File: config.mk
export PLATFORM = sky130hd
export DESIGN_NAME = pipe_skid_stage_flat
export DESIGN_NICKNAME = d
export VERILOG_FILES = /design/src/rtl/pipe_pkg.sv /design/src/rtl/pipe_skid_stage_if.sv /design/src/rtl/pipe_stat_ctr.sv /design/src/rtl/pipe_skid_stage.sv /design/src/flat_wrapper.sv
export SDC_FILE = /design/constraint.sdc
export NUM_CORES = 1
export LEC_CHECK = 0
export ABC_AREA = 1
export ABC_CLOCK_PERIOD_IN_PS = 2300
export BUFFER_PORTS_ARGS = -buffer_cell sky130_fd_sc_hd__buf_4
export CORE_UTILIZATION = 40
export DETAILED_ROUTE_END_ITERATION = 6
export GPL_TIMING_DRIVEN = 0
export PLACE_DENSITY_LB_ADDON = 0.15
export SETUP_SLACK_MARGIN = 0.02
export SLEW_MARGIN = 0
export SYNTH_ARGS = -nofsm -noshare
export SYNTH_HDL_FRONTEND = slang
export SYNTH_SLANG_ARGS = --single-unit
File: constraint.sdc
create_clock -name CLK -period 2.3 [get_ports CLK]
set_input_delay 0.115 -clock CLK [delete_from_list [all_inputs] [get_ports CLK]]
set_output_delay 0.115 -clock CLK [all_outputs]
set_load 0.05 [all_outputs]
File: src/rtl/pipe_pkg.sv
`default_nettype none
// ============================================================================
//  Module      : pipe_pkg
//  Description : Shared types for the elastic pipeline-stage register.
//                Holds the stage FSM encoding, the occupancy width and a
//                helper that maps a state to its occupancy count.
//  Revision    : 1.0 - initial release
// ============================================================================
package pipe_pkg;

    localparam int OCC_W = 2;

    typedef enum logic [1:0] {
        EMPTY = 2'd0,   // nothing held
        BUSY  = 2'd1,   // main entry valid, skid free
        FULL  = 2'd2    // main and skid both hold a bundle
    } pipe_state_t;

    // Number of bundles held in a given state.
    function automatic logic [OCC_W-1:0] state_occ(input pipe_state_t s);
        logic [OCC_W-1:0] occ;
        occ = 2'd0;
        case (s)
            BUSY:    occ = 2'd1;
            FULL:    occ = 2'd2;
            default: occ = 2'd0;
        endcase
        return occ;
    endfunction

endpackage
`default_nettype wire

File: src/rtl/pipe_skid_stage_if.sv
`default_nettype none
// ============================================================================
//  Module      : pipe_skid_stage_if
//  Description : valid/ready/data handshake bundle between pipeline stages.
//                master drives valid+data and samples ready;
//                slave samples valid+data and drives ready.
//  Parameters  : WIDTH - payload width in bits
//  Revision    : 1.0 - initial release
// ============================================================================
interface pipe_skid_stage_if #(
    parameter int WIDTH = 32
) ();
    logic             valid;
    logic             ready;
    logic [WIDTH-1:0] data;

    modport master (output valid, output data, input  ready);
    modport slave  (input  valid, input  data, output ready);
endinterface
`default_nettype wire

File: src/rtl/pipe_stat_ctr.sv
`default_nettype none
// ============================================================================
//  Module      : pipe_stat_ctr
//  Description : Free-running statistics counter with enable. Wraps modulo
//                2^WIDTH, asynchronous active-high reset to zero.
//  Ports       : clk  - clock, rising edge
//                rst  - asynchronous reset, active-high
//                en   - count enable for this cycle
//                cnt  - current count
//  Revision    : 1.0 - initial release
// ============================================================================
module pipe_stat_ctr #(
    parameter int WIDTH = 32
) (
    input  wire logic             clk,
    input  wire logic             rst,
    input  wire logic             en,
    output logic      [WIDTH-1:0] cnt
);

    logic [WIDTH-1:0] cnt_q;
    logic [WIDTH-1:0] cnt_d;

    always_comb begin
        cnt_d = cnt_q;
        if (en) begin
            cnt_d = cnt_q + {{(WIDTH-1){1'b0}}, 1'b1};
        end
    end

    always_ff @(posedge clk or posedge rst) begin
        if (rst) begin
            cnt_q <= '0;
        end else begin
            cnt_q <= cnt_d;
        end
    end

    assign cnt = cnt_q;

endmodule
`default_nettype wire

File: src/rtl/pipe_skid_stage.sv
`default_nettype none
// ============================================================================
//  Module      : pipe_skid_stage
//  Description : Elastic pipeline-stage register with a one-entry skid
//                buffer. Accepts a bundle per cycle under a valid/ready
//                handshake; in_ready is registered so the ready path does
//                not chain combinationally through consecutive stages.
//  Parameters  : WIDTH     - payload width in bits
//                FLUSH_VAL - payload loaded on reset/flush (bubble encoding)
//  Ports       : CLK       - clock, rising edge
//                RST       - asynchronous reset, active-high
//                flush     - synchronous squash of all held entries
//                up        - upstream handshake (in_valid/in_ready/in_data)
//                dn        - downstream handshake (out_valid/out_ready/out_data)
//                occupancy - bundles currently held, 0..2
//                stall_cnt - cycles with out_valid & !out_ready  (stats only)
//                xfer_cnt  - downstream transfers                 (stats only)
//  Options     : PIPE_SKID_STATS_EN - adds stall_cnt / xfer_cnt outputs
//  Revision    : 1.0 - initial release
// ============================================================================
module pipe_skid_stage
    import pipe_pkg::*;
#(
    parameter int               WIDTH     = 32,
    parameter logic [WIDTH-1:0] FLUSH_VAL = '0
) (
    input  wire logic              CLK,
    input  wire logic              RST,
    input  wire logic              flush,
    pipe_skid_stage_if.slave       up,
    pipe_skid_stage_if.master      dn,
`ifdef PIPE_SKID_STATS_EN
    output logic      [31:0]       stall_cnt,
    output logic      [31:0]       xfer_cnt,
`endif
    output logic      [OCC_W-1:0]  occupancy
);

    pipe_state_t      state_q,    state_d;
    logic [WIDTH-1:0] main_q,     main_d;
    logic [WIDTH-1:0] skid_q,     skid_d;
    logic             in_ready_q, in_ready_d;

    logic             out_valid;
    logic             in_fire;
    logic             out_fire;

    assign out_valid = (state_q != EMPTY);
    assign in_fire   = up.valid & in_ready_q;
    assign out_fire  = out_valid & dn.ready;

    always_comb begin
        state_d = state_q;
        main_d  = main_q;
        skid_d  = skid_q;

        if (flush) begin
            // Squash wins: any same-cycle input is dropped, a same-cycle
            // output handshake has already been seen downstream.
            state_d = EMPTY;
            main_d  = FLUSH_VAL;
            skid_d  = FLUSH_VAL;
        end else begin
            case (state_q)
                EMPTY: begin
                    if (in_fire) begin
                        state_d = BUSY;
                        main_d  = up.data;
                    end
                end
                BUSY: begin
                    if (in_fire && out_fire) begin
                        main_d  = up.data;
                    end else if (in_fire) begin
                        state_d = FULL;
                        skid_d  = up.data;
                    end else if (out_fire) begin
                        // main keeps its stale payload; hidden by out_valid=0
                        state_d = EMPTY;
                    end
                end
                FULL: begin
                    // in_ready is low here, so only the drain side can move.
                    if (out_fire) begin
                        state_d = BUSY;
                        main_d  = skid_q;
                        skid_d  = FLUSH_VAL;
                    end
                end
                default: begin
                    state_d = EMPTY;
                    main_d  = FLUSH_VAL;
                    skid_d  = FLUSH_VAL;
                end
            endcase
        end

        // Ready is a pure function of the next state, so it is registered
        // and never looks at out_ready combinationally.
        in_ready_d = (state_d != FULL);
    end

    // in_ready_q resets low and only rises on the first edge after RST
    // releases, so nothing is accepted while the stage is being reset.
    always_ff @(posedge CLK or posedge RST) begin
        if (RST) begin
            state_q    <= EMPTY;
            main_q     <= FLUSH_VAL;
            skid_q     <= FLUSH_VAL;
            in_ready_q <= 1'b0;
        end else begin
            state_q    <= state_d;
            main_q     <= main_d;
            skid_q     <= skid_d;
            in_ready_q <= in_ready_d;
        end
    end

    assign up.ready  = in_ready_q;
    assign dn.valid  = out_valid;
    assign dn.data   = main_q;
    assign occupancy = state_occ(state_q);

`ifdef PIPE_SKID_STATS_EN
    // Counters only see RST; flush leaves them untouched.
    pipe_stat_ctr #(
        .WIDTH (32)
    ) u_stall_ctr (
        .clk (CLK),
        .rst (RST),
        .en  (out_valid & ~dn.ready),
        .cnt (stall_cnt)
    );

    pipe_stat_ctr #(
        .WIDTH (32)
    ) u_xfer_ctr (
        .clk (CLK),
        .rst (RST),
        .en  (out_fire),
        .cnt (xfer_cnt)
    );
`endif

endmodule
`default_nettype wire

File: src/flat_wrapper.sv
// flat-port wrapper written by rule: the top's interface ports become plain ports
module pipe_skid_stage_flat import pipe_pkg::*;
#(
    parameter int               WIDTH     = 32,
    parameter logic [WIDTH-1:0] FLUSH_VAL = '0
)
  (CLK, RST, flush, occupancy, up_valid, up_data, up_ready, dn_valid, dn_data, dn_ready);
  pipe_skid_stage_if #(.WIDTH(WIDTH)) up_i ();
  pipe_skid_stage_if #(.WIDTH(WIDTH)) dn_i ();
  input  wire logic CLK;
  input  wire logic RST;
  input  wire logic flush;
  output logic      [OCC_W-1:0] occupancy;
  input wire logic [$bits(up_i.valid)-1:0] up_valid;
  input wire logic [$bits(up_i.data)-1:0] up_data;
  output wire logic [$bits(up_i.ready)-1:0] up_ready;
  output wire logic [$bits(dn_i.valid)-1:0] dn_valid;
  output wire logic [$bits(dn_i.data)-1:0] dn_data;
  input wire logic [$bits(dn_i.ready)-1:0] dn_ready;
  assign up_i.valid = up_valid;
  assign up_i.data = up_data;
  assign up_ready = up_i.ready;
  assign dn_valid = dn_i.valid;
  assign dn_data = dn_i.data;
  assign dn_i.ready = dn_ready;
  pipe_skid_stage #(.WIDTH(WIDTH), .FLUSH_VAL(FLUSH_VAL)) u_core (.CLK(CLK), .RST(RST), .flush(flush), .up(up_i), .dn(dn_i), .occupancy(occupancy));
endmodule
==> metrics.yaml <==
root_buffer: "clkbuf_8"
pre_cts_slack_ps: 678
synth_cell_types: 17
cp.required_ps: 2600
antenna_found_initial: 0
timing.final.ws_setup_ps: 641
yosys_warnings: 0
synth_top_area_share_pct: 47.1
vias: 3390
hold_violations: 0
core_sq_um: 8680
setup_violations: 0
max_cap_violations: 0
wl_microns: 9270
synth_flop_cell: "dfrtp_1"
std_cell_rows: 34
crit_path_cell_trace: "buf_4 > inv_4 > clkbuf_1 > nand2_1 > a21oi_1 > nand3_1 > nand2_1"
n_fill_cell: 940
numCtsBuffers: 9
start_util_pct: 41.0
io_buffers: 71
routed_via_density: 4.92
grt_pass1_wl_microns: 15000
p_total_mw: 3.03
worst_setup_path_end_kind: "register"
relSlewSlack_pct: 43.8
cp_slowest_cell: "clkbuf_1"
drc: 0
layout-drive-gt1-share_pct: 21.7
hpwlAfterDp_microns: 6380
grt_usage_pct: 21.5
cts_tree: "done"
htreeDepth: 3
period_share_pct: 72.1
grt-ovfl-total: 0
rsz0062_at_grt: "no"
area.sequential_sq_um: 1680
yosys.area.top_type: "dfrtp_1"
grt_max_degree: 68
crit_path_max_fanout: 10
max-vdd-ir-drop_uv: 315
p_per_area_nw_per_um2: 685
synth_most_common_cell: "nand2_1"
fin_skew_ps: 10.3
p_leak_nw: 2.51
post-route-min-period_ps: 1660
insertion_delay_ps: 350
firstDrtPassIters: 4
max-clock-path-buffers: 2
syn_inst: 493
cts_setup_buffers: 0
cpLargestDelayFamily: "buffers and inverters"
yosys-top-cells-area: "dfrtp_1 (47%), nand2_1 (18%), nand3_1 (14%), a21oi_1 (4.6%), nor2_1 (4.1%)"
status: "complete, no violations"
synth-edff-count: 0
ys_seq_area_share_pct: 47.1
clock-sinks: 67
synth-seq-cells: 67
crit_type: "register to register"
synthesis.area_sq_um: 3560
dieWidth_microns: 96.4
syn_area_per_cell_sq_um: 7.23
yosys-top-cells-count: "nand2_1 (170), nand3_1 (99), dfrtp_1 (67)"
ant_nets: 0
wl_per_cell_microns: 13.5
cp-start-kind: "register"
max_freq_mhz: 603
worstPathArrival_ps: 1950
area_growth_pct: 24.1
critical_path.max_stage_delay_ps: 420
globalplace.congestion: 0.774
cpMostUsedCell: "nand2_1"
diodes: 0
multi_input_area_sq_um: 1540
maxSlewViolCount: 0
die_area_sq_um: 9290
drtIter0Drc: 173
cp_num_buf_inv: 3
worstMarginPinSlew_ps: 843
grt_pass1_vias: 3078
synth_nets: 530
boundaryPins: 73
clk_pin_slew_ps: 80
final_nets: 613
hp-class: "input port to register"
async_reset_ff_share_pct: 100
die_h_microns: 96.4
logic make-up (layout without fill, tap and decap cells):
family / count (synthesis) / in the layout / share of synthesized area [%]
AOI/OAI and AO/OA: 33 / 33 / 4.64
and+or+nand+nor: 317 / 317 / 38.5
buffers and inverters: 76 / 164 / 9.80
DFF: 67 / 67 / 47.1
flip-flops by register name, indices dropped and copies added, names as in the netlist:
| register | count |
|---|---|
| u_core.dn.data | 32 |
| u_core.skid_q | 32 |
| u_core.state_q | 2 |
| u_core.up.ready | 1 |
layer usage:
layer / track usage [%] / up-vias / share of wire, %
met5: 0 / - / 0
li1: - / 1719 / -
met2: 33.1 / 112 / 46
met3: 3.76 / 13 / 6.1
met1: 30.0 / 1546 / 46
met4: 8.82 / 0 / 1.4
placed cells by master (no fill, tap or decap):
master / netlist / final
buf_4: 4 / 75
nor2_1: 39 / 39
buf_6: 3 / 3
nand2_2: 1 / 1
nor2_2: 1 / 1
clkinv_2: 1 / 3
nand2_1: 170 / 170
clkinvlp_4: 0 / 3
clkbuf_1: 10 / 10
dlygate4sd3_1: 0 / 1
inv_2: 2 / 2
a21oi_1: 33 / 33
inv_4: 1 / 2
dfrtp_1: 67 / 67
clkinv_4: 0 / 1
nand3_1: 99 / 99
buf_2: 18 / 18
nor2_4: 2 / 2
nand2_4: 5 / 5
inv_1: 37 / 36
clkbuf_8: 0 / 10
worst min-delay path: stages:
cell and delay [ps]:
buf_4 120, nor2_1 70, nand3_1 100
stage by stage:
| step | cell area (sq um) | utilization (%) | std cells | setup TNS, ps | hold slack [ps] |
|---|---|---|---|---|---|
| 4_1_cts | 4420 | 51.0 | 689 | 0 | 89.7 |
| 5_1_grt | 4420 | 51.0 | 689 | 0 | 118 |
| 3_5_place_dp | 4230 | 48.8 | 672 | 0 | 346 |
| 6_report | 4420 | 51.0 | 689 | 0 | 94.7 |
| 3_3_place_gp | 4230 | 48.7 | 672 | -28230 | 454 |
| 2_1_floorplan | 3560 | - | 493 | 0 | 267 |
where the power goes:
group	leakage, nW	switching (mW)	internal (mW)	total (mW)
combinational	1.54	0.554	0.249	0.803
sequential	0.890	0.0537	1.27	1.33
clock	0.0843	0.480	0.418	0.898
total	2.51	1.09	1.94	3.03
worst paths after layout:
kind | cells after the start | to | slack, ps | startpoint
max | 7 | u_core.dn.data[0] | 640 | u_core.state_q[1]
min | 3 | u_core.up.ready | 90 | dn_ready
max reg2reg | 7 | u_core.dn.data[0] | 640 | u_core.state_q[1]
min reg2reg | 2 | u_core.skid_q[23] | 470 | u_core.skid_q[23]
max in group asynchronous | 3 | u_core.dn.data[21] | 1250 | RST
min in group asynchronous | 3 | u_core.skid_q[12] | 470 | RST
cell type report:
cell class / count / share of cell area [%]
clock inverters: 6 / 0.934
multi-input cells: 350 / 34.7
inverters: 41 / 3.62
plain buffers: 35 / 4.33
repair buffers: 72 / 12.3
flip-flops and latches: 67 / 37.9
clock buffers: 10 / 3.11
well taps: 108 / 3.06
timing repair:
item	in CTS	in global routing
endpoints found under the hold margin	67	0
hold buffers	1	0
gates resized for setup	0	0
Note: power is estimated with default switching activity, not from simulation.
